`config.mk`:
```
export PLATFORM = sky130hd
export DESIGN_NAME = deenfasi
export DESIGN_NICKNAME = d
export VERILOG_FILES = /design/src/rtl/enfasi_pkg.sv /design/src/rtl/mul_seriale.sv /design/src/rtl/deenfasi.sv
export SDC_FILE = /design/constraint.sdc
export NUM_CORES = 1
export LEC_CHECK = 0
export ABC_AREA = 1
export ABC_CLOCK_PERIOD_IN_PS = 4240
export CORE_ASPECT_RATIO = 2
export CORE_MARGIN = 2
export CORE_UTILIZATION = 60
export DETAILED_ROUTE_END_ITERATION = 12
export PLACE_DENSITY_LB_ADDON = 0.2
export SYNTH_ARGS = -nofsm -noshare
export SYNTH_HDL_FRONTEND = slang
export SYNTH_HIERARCHICAL = 1
export SYNTH_SLANG_ARGS = --single-unit
```
`constraint.sdc`:
```
create_clock -name clk -period 4.24 [get_ports clk]
set_clock_uncertainty 0.15 [all_clocks]
set_input_delay 0.636 -clock clk [delete_from_list [all_inputs] [get_ports clk]]
set_output_delay 0.636 -clock clk [all_outputs]
set_load 0.05 [all_outputs]
```
`src/rtl/enfasi_pkg.sv`:
```
// ---------------------------------------------------------------------------
// enfasi_pkg
//   Shared constants, state encoding and sample types for the de-emphasis
//   receive path.
//   Revision: 1.0
// ---------------------------------------------------------------------------
`default_nettype none

package enfasi_pkg;

  localparam int WI     = 12;   // input sample width, signed Q1.10
  localparam int WO     = 11;   // output sample width, signed Q0.10
  localparam int FRAC   = 10;   // fractional bits of samples and coefficient
  localparam int CW     = 11;   // coefficient width, unsigned
  localparam int A_COEF = 960;  // 0.9375 in unsigned Q0.10

  typedef enum logic [1:0] {
    IDLE = 2'd0,
    MUL  = 2'd1,
    ADD  = 2'd2,
    OUT  = 2'd3
  } deenf_state_t;

  typedef logic signed [WI-1:0] q_t;
  typedef logic signed [WO-1:0] y_t;

endpackage

`default_nettype wire

```
`src/rtl/mul_seriale.sv`:
```
// ---------------------------------------------------------------------------
// mul_seriale
//   Serial shift-add multiplier, signed multiplicand x unsigned multiplier,
//   one multiplier bit per cycle (LSB first).
//   Revision: 1.0
// ---------------------------------------------------------------------------
`default_nettype none

module mul_seriale
  import enfasi_pkg::*;
#(
  parameter int WA = WO,
  parameter int WB = CW
) (
  input  logic                    clk,
  input  logic                    rst,
  input  logic                    start,
  input  logic signed [WA-1:0]    a,
  input  logic        [WB-1:0]    b,
  output logic                    busy,
  output logic                    done,
  output logic signed [WA+WB-1:0] product
);

  localparam int WP   = WA + WB;
  localparam int CNTW = (WB > 1) ? $clog2(WB) : 1;
  localparam logic [CNTW-1:0] LAST = CNTW'(WB - 1);

  logic                   busy_q,  busy_d;
  logic        [CNTW-1:0] cnt_q,   cnt_d;
  logic signed [WP-1:0]   mcand_q, mcand_d;
  logic        [WB-1:0]   coef_q,  coef_d;
  logic signed [WP-1:0]   acc_q,   acc_d;

  always_comb begin
    busy_d  = busy_q;
    cnt_d   = cnt_q;
    mcand_d = mcand_q;
    coef_d  = coef_q;
    acc_d   = acc_q;
    if (start) begin
      busy_d  = 1'b1;
      cnt_d   = '0;
      mcand_d = {{WB{a[WA-1]}}, a};
      coef_d  = b;
      acc_d   = '0;
    end else if (busy_q) begin
      // Multiplicand shifts left while the multiplier shifts right, so bit k
      // of the coefficient always meets a<<k.
      if (coef_q[0]) begin
        acc_d = acc_q + mcand_q;
      end
      mcand_d = mcand_q <<< 1;
      coef_d  = coef_q >> 1;
      cnt_d   = cnt_q + CNTW'(1);
      if (cnt_q == LAST) begin
        busy_d = 1'b0;
      end
    end
  end

  always_ff @(posedge clk) begin
    if (rst) begin
      busy_q  <= 1'b0;
      cnt_q   <= '0;
      mcand_q <= '0;
      coef_q  <= '0;
      acc_q   <= '0;
    end else begin
      busy_q  <= busy_d;
      cnt_q   <= cnt_d;
      mcand_q <= mcand_d;
      coef_q  <= coef_d;
      acc_q   <= acc_d;
    end
  end

  assign busy    = busy_q;
  assign done    = busy_q && (cnt_q == LAST);
  assign product = acc_q;

endmodule

`default_nettype wire

```
`src/rtl/deenfasi.sv`:
```
// ---------------------------------------------------------------------------
// deenfasi
//   De-emphasis IIR y[n] = conv(q[n] + round(A*y[n-1])), valid/ready on both
//   sides, one sample in flight. Optional macro DEENFASI_SAT_EN selects
//   clamping with sticky ovf; otherwise the sum wraps and ovf is 0.
//   Revision: 1.0
// ---------------------------------------------------------------------------
`default_nettype none

module deenfasi
  import enfasi_pkg::*;
#(
  parameter logic [CW-1:0] COEF = CW'(A_COEF)
) (
  input  logic                 clk,
  input  logic                 rst,
  input  logic                 in_valid,
  output logic                 in_ready,
  input  logic signed [WI-1:0] q,
  output logic                 out_valid,
  input  logic                 out_ready,
  output logic signed [WO-1:0] y,
  output logic                 ovf
);

  localparam int WP = WO + CW;
  localparam logic signed [WP-1:0] HALF = WP'(1) <<< (FRAC - 1);

  deenf_state_t state_q, state_d;
  q_t           q_lat_q, q_lat_d;
  y_t           y_q,     y_d;     // also serves as y_prev for the feedback

  logic                   mul_start;
  logic                   mul_busy;
  logic                   mul_done;
  logic signed [WP-1:0]   mul_prod;

  logic signed [WP-1:0]      rnd_full;
  logic signed [WP-FRAC-1:0] rounded;
  logic signed [WI:0]        q_ext;
  logic signed [WI:0]        rnd_ext;
  logic signed [WI:0]        sum;
  y_t                        y_next;
  logic                      y_clamp;
  logic                      unused_bits;

  mul_seriale #(
    .WA (WO),
    .WB (CW)
  ) u_mul (
    .clk     (clk),
    .rst     (rst),
    .start   (mul_start),
    .a       (y_q),
    .b       (COEF),
    .busy    (mul_busy),
    .done    (mul_done),
    .product (mul_prod)
  );

  // Round half toward +inf, then drop the fractional bits of the coefficient.
  always_comb begin
    rnd_full = mul_prod + HALF;
    rounded  = rnd_full[WP-1:FRAC];
    q_ext    = q_lat_q;
    rnd_ext  = rounded;
    sum      = q_ext + rnd_ext;
  end

`ifdef DEENFASI_SAT_EN
  localparam logic signed [WI:0] Y_MAX = {{(WI+2-WO){1'b0}}, {(WO-1){1'b1}}};
  localparam logic signed [WI:0] Y_MIN = {{(WI+2-WO){1'b1}}, {(WO-1){1'b0}}};

  logic ovf_q, ovf_d;

  always_comb begin
    y_next  = sum[WO-1:0];
    y_clamp = 1'b0;
    if (sum > Y_MAX) begin
      y_next  = Y_MAX[WO-1:0];
      y_clamp = 1'b1;
    end else if (sum < Y_MIN) begin
      y_next  = Y_MIN[WO-1:0];
      y_clamp = 1'b1;
    end
  end

  assign unused_bits = ^{rnd_full[FRAC-1:0], mul_busy};
  assign ovf         = ovf_q;
`else
  always_comb begin
    y_next  = sum[WO-1:0];
    y_clamp = 1'b0;
  end

  assign unused_bits = ^{rnd_full[FRAC-1:0], mul_busy, sum[WI:WO], y_clamp};
  assign ovf         = 1'b0;
`endif

  always_comb begin
    state_d   = state_q;
    q_lat_d   = q_lat_q;
    y_d       = y_q;
    mul_start = 1'b0;
`ifdef DEENFASI_SAT_EN
    ovf_d     = ovf_q;
`endif
    case (state_q)
      IDLE: begin
        if (in_valid) begin
          q_lat_d   = q;
          mul_start = 1'b1;
          state_d   = MUL;
        end
      end
      MUL: begin
        if (mul_done) begin
          state_d = ADD;
        end
      end
      ADD: begin
        y_d     = y_next;
`ifdef DEENFASI_SAT_EN
        if (y_clamp) begin
          ovf_d = 1'b1;
        end
`endif
        state_d = OUT;
      end
      OUT: begin
        if (out_ready) begin
          state_d = IDLE;
        end
      end
      default: state_d = IDLE;
    endcase
  end

  always_ff @(posedge clk) begin
    if (rst) begin
      state_q <= IDLE;
      q_lat_q <= '0;
      y_q     <= '0;
`ifdef DEENFASI_SAT_EN
      ovf_q   <= 1'b0;
`endif
    end else begin
      state_q <= state_d;
      q_lat_q <= q_lat_d;
      y_q     <= y_d;
`ifdef DEENFASI_SAT_EN
      ovf_q   <= ovf_d;
`endif
    end
  end

  assign in_ready  = (state_q == IDLE);
  assign out_valid = (state_q == OUT);
  assign y         = y_q;

endmodule

`default_nettype wire

```
==> results of run 1 <==
==> flip-flops by register name, indices dropped and copies added (netlist names) <==
register,flops
u_mul/cnt_q,4
state_q,2
u_mul/mcand_q,21
q_lat_q,11
u_mul/coef_q,11
y,11
u_mul/busy,1
u_mul/product,21
==> worst register-to-register path: cells and delay by family (launching register included) <==
kind	cells	cell delay, ns
AOI/OAI and AO/OA	1	0.31
and+or+nand+nor	9	0.94
adders and majority gates	2	0.55
DFF	1	0.40
xor gates and xnor gates	1	0.19
buffers and inverters	2	0.12
==> where the power goes <==
part           internal (W)  switching [W]  total [W]
sequential         0.000890       0.000105   0.000995
combinational      0.000303       0.000619   0.000922
clock              0.000389       0.000309   0.000697
==> per-layer routing <==
metal  routed length, µm  part of all wire, %  global-route usage, %  vias to the layer above
met2                7940                   56                   57.0                      125
met4                 597                  4.2                   15.3                        0
met1                5130                   36                   28.4                     2456
met5                   0                    0                      0                        -
met3                 409                  2.9                   3.33                       39
li1                    -                    -                      -                     2755
==> metrics by stage <==
| stage | cell area (µm²) | util (%) | std cells | power (W) |
|---|---|---|---|---|
| 6_report | 6140 | 68.2 | 1005 | 0.00261 |
| 5_1_grt | 6140 | 68.2 | 1005 | 0.00277 |
| 4_1_cts | 6140 | 68.2 | 1005 | 0.00263 |
| 3_5_place_dp | 5880 | 65.3 | 990 | 0.00193 |
| 3_3_place_gp | 5880 | 65.3 | 990 | 0.00189 |
| 2_1_floorplan | 5580 | - | 879 | 0.00168 |
==> final timing paths <==
| check | startpoint | endpoint | slack [ns] | cells after the start |
|---|---|---|---|---|
| setup reg to reg | u_mul/product[10] | y[8] | 1.50 | 15 |
| hold reg to reg | q_lat_q[4] | q_lat_q[4] | 0.32 | 2 |
| hold / removal | q_lat_q[4] | q_lat_q[4] | 0.32 | 2 |
| setup / recovery | u_mul/product[10] | y[8] | 1.50 | 15 |
==> layout make-up <==
type                       instances  share of cell area, %
multi-input combinational        617                   52.4
sequential                        82                   26.7
inverter                         157                   9.59
timing repair buffer              32                   5.01
clock buffer                       9                   3.67
tap                              102                   2.08
clock inverter                     6                  0.570
==> results.cfg, run 1 <==
[cts]
postCtsResizedCells = 0
cts_setup_buffers = 0
cts_tree = yes
clock_latency_ns = 0.33
cts.htree.levels = 3
cts_hold_buffers = 0
cts.sink_count = 82
cts_buffers = 9
clk_root_buffer_cell = sky130_fd_sc_hd__clkbuf_16
ctsLongestPathBuffers = 2
worst_setup_hold_path_clk_slew_ns = 0.06

[critical_path]
crit_slowest_cell = sky130_fd_sc_hd__dfxtp_1
critical_path_arrival_ns = 2.82
setup.worst_path.class = reg2reg
worstPathBufferInverterCount = 2
critical_path.top_delay_family = simple AND/OR/NAND/NOR gates
critPathMostFrequentCell = sky130_fd_sc_hd__nand2_1
crit_path_cell_trace = ha_1 -> nand2_1 -> nor2_1 -> nand2_1 -> xor2_1 -> inv_1 -> ha_1 -> a21oi_1 -> nor2_1 -> nor2_1 -> nand2_1 -> nand2_1 -> nand3_1 -> nand2_1 -> inv_1
timing.critical_path.to_type = register
slowest_delay_ns = 0.40
setup.worst_path.start_class = register
data_required_time_at_the_worst_endpoint_ns = 4.32
path_max_fanout = 5

[timing]
whs_ns = 0.322
final.min_clock_period_ns = 2.74
unrepaired_setup_endpoints_after_global_routing = no
fmax_mhz = 366
timing_worst_slew_pin_value_ns = 0.774
relSlewSlack_pct = 48.4
finalSetupTns_ns = 0
setup_violations = 0
finalHoldViolations = 0
period_share_pct = 64.5
maxSlewViolCount = 0
postLayoutSetupSlackWorst_ns = 1.50

[floorplan]
design.core.area_um2 = 9010
width_of_the_chip_um = 71.9
initial_utilization_pct = 61.4
floorplan.rows = 49
die_height_um = 140
io-pin-count = 30
die_area_um2 = 10100

[place]
gp_routability_congestion = 0.926
pre_cts_ws_ns = 1.28
portBuffers = 27
hpwl_um = 11000

[layout]
layout-area-overhead-vs-synth_pct = 11.0
fillers = 817
final_common_cell = sky130_fd_sc_hd__nand2_1
antenna_cells_inserted = 0
num-nets-final = 956
final_layout_size_suffix_gt1_share_pct = 6.20
seq_area_um2 = 1640
top_library_cells_by_usage_in_the_layout_fill_and_taps_aside = 267 x sky130_fd_sc_hd__nand2_1, 151 x sky130_fd_sc_hd__inv_1, 82 x sky130_fd_sc_hd__dfxtp_1, 63 x sky130_fd_sc_hd__nor2_1, 55 x sky130_fd_sc_hd__nand3_1
multiInputGateArea_um2 = 3220

[synth]
synthesis.yosys.warnings = 6
synth_area_per_cell_um2 = 6.37
post_synth_inst_count = 869
cell_area_after_synthesis_um2 = 5540

[pwr]
p_leak_nw = 3.24
worst_ir_drop_on_vdd_v = 0.000443
pwr_density_cell_nw_per_um2 = 426

[flow_run]
drv_cap = 0

[detailed_routing]
route.detailed.vias_per_inst = 5.35
drc_errors = 0
postRouteWirelength_um = 14100
detailroute.via_count = 5375
routed_wire_length_per_instance_um = 14.0
dr.pass1.iters = 5
postRouteAntennaNets = 0
first_iter_violations = 272

[run_status]
run_status = finished clean

[grt]
grt_max_degree = 36
via_count_of_the_first_global_routing_pass = 5354
number_of_antenna_violations_at_the_first_check_in_global_routing = 0
grt_overflow = 0
groute.usage.overall_pct = 29.2
wire_length_of_the_first_global_routing_pass_um = 23200

[worst_hold_path]
hold_class = reg2reg
(Power assumes the default switching activity.)
==> run 2, diff against run 1 <==
Settings changed: ABC_CLOCK_PERIOD_IN_PS 4240 to 2900.
Clock period 4.24 ns to 2.9 ns, I/O delays scaled along.
==> run 2 against run 1 <==
- non-clock buffer count up 6
- clock-buffer cell count up 2
- sequential share of layout area down 0.46 points
- sequential power up 46%
- cell area up 1.8%
- power up 53%
- largest cell class unchanged
- highest routed layer unchanged
==> results.cfg, run 2 (synthesis gave the netlist of run 1 again) <==
[run_status]
run_status = finished clean

[critical_path]
critical_path.top_delay_family = simple AND/OR/NAND/NOR gates
crit_path_cell_trace = nand2_1 -> nor2_2 -> nand3_2 -> nor2_1 -> xnor2_1 -> inv_1 -> ha_1 -> nand2_1 -> inv_1 -> a21oi_1 -> a21o_1 -> nand3_1 -> nand2_1 -> inv_1
worstPathBufferInverterCount = 3
timing.critical_path.to_type = register
critical_path_arrival_ns = 2.64
critical_register_to_register_path_startpoint = u_mul/product[11]
setup.worst_path.class = reg2reg
crit_slowest_cell = sky130_fd_sc_hd__dfxtp_1
setup.worst_path.start_class = register
path_max_fanout = 6
data_required_time_at_the_worst_endpoint_ns = 2.99
slowest_delay_ns = 0.42
critical_path.startpoint = u_mul/product[11]

[cts]
cts.sink_count = 82
cts.htree.levels = 3
ctsLongestPathBuffers = 2
clk_root_buffer_cell = sky130_fd_sc_hd__clkbuf_16
worst_setup_hold_path_clk_slew_ns = 0.06
cts_buffers = 9
clock_latency_ns = 0.34
cts_tree = yes

[timing]
fmax_mhz = 392
unrepaired_setup_endpoints_after_global_routing = no
finalSetupTns_ns = 0
period_share_pct = 87.9
finalHoldViolations = 0
final.min_clock_period_ns = 2.55
postLayoutSetupSlackWorst_ns = 0.350
setup_violations = 0
maxSlewViolCount = 0
relSlewSlack_pct = 48.0
timing_worst_slew_pin_value_ns = 0.781

[place]
portBuffers = 27
hpwl_um = 11000
post-place-cells = 996
gp_routability_congestion = 0.937
pre_cts_ws_ns = 0.290

[grt]
grt_max_degree = 35
grt_overflow = 0
wire_length_of_the_first_global_routing_pass_um = 23300
via_count_of_the_first_global_routing_pass = 5264
groute.usage.overall_pct = 29.3
number_of_antenna_violations_at_the_first_check_in_global_routing = 0

[floorplan]
die_area_um2 = 10100
io-pin-count = 30
floorplan.rows = 49
die_height_um = 140
width_of_the_chip_um = 71.9
initial_utilization_pct = 61.4
design.core.area_um2 = 9010

[detailed_routing]
drc_errors = 0
postRouteWirelength_um = 14200
dr.pass1.iters = 5
postRouteAntennaNets = 0
routed_wire_length_per_instance_um = 14.0
route.detailed.vias_per_inst = 5.35
detailroute.via_count = 5412
first_iter_violations = 261

[layout]
num-nets-final = 962
final_layout_size_suffix_gt1_share_pct = 7.03
antenna_cells_inserted = 0
fillers = 850
final_common_cell = sky130_fd_sc_hd__nand2_1
seq_area_um2 = 1640
layout-area-overhead-vs-synth_pct = 13.0
top_library_cells_by_usage_in_the_layout_fill_and_taps_aside = 267 x sky130_fd_sc_hd__nand2_1, 151 x sky130_fd_sc_hd__inv_1, 81 x sky130_fd_sc_hd__dfxtp_1, 63 x sky130_fd_sc_hd__nor2_1, 55 x sky130_fd_sc_hd__nand3_1
multiInputGateArea_um2 = 3240
fin_cells = 1012

[pwr]
worst_ir_drop_on_vdd_v = 0.000624
p_leak_nw = 3.30
pwr_density_cell_nw_per_um2 = 638

[flow_run]
drv_cap = 0

[worst_hold_path]
hold_class = reg2reg
timing.hold.worst.start = q_lat_q[6]
==> run 2: layout make-up <==
class                      instances  share of cell area, %
tap                              102                   2.04
clock inverter                     5                   1.00
sequential                        82                   26.3
clock buffer                      11                   3.88
timing repair buffer              38                   5.64
multi-input combinational        617                   51.8
inverter                         157                   9.42
==> run 2: stage by stage <==
step | util, % | instance area [µm²] | total power [W] | hold slack (ns)
floorplan | - | 5580 | 0.00245 | 0.273
global placement | 65.8 | 5930 | 0.00280 | 0.288
detailed placement | 65.8 | 5930 | 0.00284 | 0.314
CTS | 69.2 | 6230 | 0.00401 | 0.324
global route | 69.4 | 6260 | 0.00422 | 0.344
finish | 69.4 | 6260 | 0.00399 | 0.329
==> run 2: per-layer routing <==
layer / GRT usage (%) / part of all wire (%) / up-vias
li1: - / - / 2777
met1: 29.2 / 38 / 2466
met2: 55.6 / 54 / 119
met3: 3.77 / 2.9 / 50
met4: 16.7 / 5.4 / 0
met5: 0 / 0 / -
==> run 2: worst reg2reg max path, stage by stage, from the launching register on <==
cell	delay, ns
sky130_fd_sc_hd__dfxtp_1	0.42
sky130_fd_sc_hd__nand2_1	0.09
sky130_fd_sc_hd__nor2_2	0.21
sky130_fd_sc_hd__nand3_2	0.15
sky130_fd_sc_hd__nor2_1	0.14
sky130_fd_sc_hd__xnor2_1	0.13
sky130_fd_sc_hd__inv_1	0.06
sky130_fd_sc_hd__ha_1	0.35
sky130_fd_sc_hd__nand2_1	0.12
sky130_fd_sc_hd__inv_1	0.06
sky130_fd_sc_hd__a21oi_1	0.20
sky130_fd_sc_hd__a21o_1	0.15
sky130_fd_sc_hd__nand3_1	0.09
sky130_fd_sc_hd__nand2_1	0.10
sky130_fd_sc_hd__inv_1	0.04
==> run 2: what timing repair did <==
action,in CTS,in global routing
buffers inserted,0,0
hold buffers,0,0
resized for setup,0,3
setup endpoints to repair,0,1
==> run 2: path summary, 6_finish.rpt <==
kind	endpoint	slack (ns)	cells after the start
min	q_lat_q[6]	0.33	2
max reg2reg	y[7]	0.35	14
min reg2reg	q_lat_q[6]	0.33	2
max	y[7]	0.35	14
==> run 2: where the power goes <==
group          switching [W]  total [W]  internal [W]
Combinational       0.000921    0.00139      0.000469
Sequential          0.000143    0.00145       0.00130
Clock               0.000464    0.00116      0.000695
==> patch, RTL diff (flow settings as in run 2) <==
The 4 states of `deenf_state_t` get a one-hot encoding in 4 bits.
--- a/src/rtl/enfasi_pkg.sv
+++ b/src/rtl/enfasi_pkg.sv
@@ -15,9 +15,9 @@
   localparam int A_COEF = 960;  // 0.9375 in unsigned Q0.10
 
-  typedef enum logic [1:0] {
-    IDLE = 2'd0,
-    MUL  = 2'd1,
-    ADD  = 2'd2,
-    OUT  = 2'd3
+  typedef enum logic [3:0] {
+    IDLE = 4'b0001,
+    MUL  = 4'b0010,
+    ADD  = 4'b0100,
+    OUT  = 4'b1000
   } deenf_state_t;
 
Formal check against the unedited RTL: same outputs for any inputs over 10 cycles, from zero or initial values and one cycle with rst high; not proved beyond that.
==> patch against run 2 <==
Worst setup slack lost 0.075 ns; area after synthesis grew 0.34%; final area shrank 0.36%; via count grew 0.81%; routed wire length grew 2.9%; critical path depth grew 1; sequential cell count grew 2.
Power is not compared: it rests on default switching activity, and its combinational part moved more than twofold at a synthesized area within 25%.
==> patch: results (changes against run 2) <==
Parameter                              Value

Finish
  Layout Nets ... 960 (was 962)
  Count of fill cells added during filler insertion ... 823 (was 850)
  Fraction of final layout cells with drive strength greater than 1 ... 0.0681 (was 0.0703)
  Number of inserted diodes ... 0 (unchanged)
  Post-route insts no fill ... 1012 (unchanged)

Clock network
  TritonCTS buffer count ... 9 (unchanged)
  Insertion delay of the later-clocked pin in the worst-skew pair ... 0.34 ns (about the same)
  H-tree depth ... 3 (unchanged)
  Root buffer cell ... sky130_fd_sc_hd__clkbuf_16 (unchanged)
  Worst-path clk slew ... 0.07 ns
  Setup fix buffers added after clock tree synthesis ... 0 (unchanged)
  Post-cts sizing count ... 0 (unchanged)
  Buffers from clock root to sink, at most ... 2 (unchanged)

Setup path
  Endpoint of the worst register-to-register path ... y[9] (was y[7])
  Maximum fanout count along the critical path ... 5 (was 6)
  Arrival time of data at the critical path endpoint ... 2.71 ns (was 2.64 ns)
  Register-to-register setup slack ... 0.27 ns (was 0.35 ns)
  Delay contributed by the slowest stage of the critical path ... 0.38 ns (was 0.42 ns)
  Reg2Reg Depth ... 15 (was 14)
  Slowest cell on crit path ... sky130_fd_sc_hd__dfxtp_2 (was sky130_fd_sc_hd__dfxtp_1)
  Cell family contributing the most delay on the critical path ... simple AND/OR/NAND/NOR gates (unchanged)
  FF-to-FF Start ... u_mul/product[9] (was u_mul/product[11])

Worst hold path
  Hold/Removal Path Class ... reg -> reg (unchanged)
  Hold endpoint ... u_mul/cnt_q[3] (was q_lat_q[6])
  Depth of the worst hold-timing path ... 1 (was 2)
  Worst Hold Launch ... u_mul/cnt_q[3] (was q_lat_q[6])

Place
  Placer congestion estimate ... 0.921 (was 0.937)
  Placed cell area ... 5930 um^2 (about the same)
  Post-Place Cells ... 996 (unchanged)
  Port Buffer Count ... 27 (unchanged)
  Half-perimeter wire length after detailed placement ... 11300 um (was 11000 um)

STA
  Worst slew margin ... 0.637 (was 0.480)
  Final-layout worst hold slack ... 0.318 ns (was 0.329 ns)

Yosys
  Warnings, synthesis ... 6 (unchanged)
  Average instance area after synthesis ... 6.38 um^2 (was 6.37 um^2)

Global route
  Antenna violations before repair ... 0 (unchanged)
  Total Routing Usage GR ... 0.306 (was 0.293)
  Global-route wire length before repair ... 24200 um (was 23300 um)
  Maximum number of pins on one net before global-route repair ... 35 (unchanged)
  Vias in the first global route ... 5637 (was 5264)

Drt
  Wire length reported by the detailed router ... 14600 um (was 14200 um)
  Iteration-0 DRC Markers ... 307 (was 261)
  Ratio of routed vias to standard cells ... 5.39 (was 5.35)
  TritonRoute pass-1 iters ... 5 (unchanged)

Power
  Leakage power ... 3.27 nW
  Peak VDD IR ... 0.453 mV

Status
  Result of the run ... completed (unchanged)
==> patch: cell types whose count changed in the layout (fill, tap and decap cells not counted), sizes merged, moves of 2 or more <==
cell | run 2 | this run
nand2 | 277 | 255
nor2 | 70 | 92
o21ai | 35 | 49
a21oi | 54 | 46
buf | 11 | 8
a211oi | 2 | 0
clkinv | 2 | 4
clkinvlp | 2 | 0
dfxtp | 82 | 84
ha | 39 | 37
inv | 157 | 155
o211ai | 2 | 4
==> patch: area by class of cell <==
class	instances	area [um^2]	share of cell area
Tap cell	102	128	0.0205
Clock inverter	6	72.6	0.0116
Inverter	154	578	0.0927
Timing Repair Buffer	35	330	0.0530
Clock buffer	10	229	0.0367
Sequential cell	84	1680	0.270
Multi-Input combinational cell	621	3210	0.515
==> patch: how the worst max path moves through the flow <==
stage                      startpoint     to  slack (ns)  cells past startpoint
CTS                  u_mul/product[9]   y[9]        0.27                     15
finish               u_mul/product[9]   y[9]        0.27                     15
global route         u_mul/product[9]   y[9]        0.05                     15
detailed placement   u_mul/product[9]  y[10]        0.34                     17
global placement     u_mul/product[9]   y[9]        0.36                     15
floorplan           u_mul/product[11]   y[9]        0.67                     15
==> patch: per-layer routing <==
metal	vias to the layer above	track usage	routed length (um)	part of all wire
li1	2777	-	-	-
met1	2492	0.288	5220	0.36
met2	135	0.586	8020	0.55
met3	52	0.0396	425	0.029
met4	0	0.198	905	0.062
met5	-	0	0	0
==> patch: metrics by stage <==
step	util	setup WS, ns
global placement	0.658	0.361
detailed placement	0.658	0.338
floorplan	-	0.666
finish	0.692	0.275
CTS	0.692	0.271
global route	0.692	0.0514
==> patch: power breakdown <==
| group | internal, mW | switching, mW |
|---|---|---|
| Combinational | 0.132 | 0.261 |
| Clock | 0.679 | 0.497 |
| Sequential | 1.21 | 0.0392 |
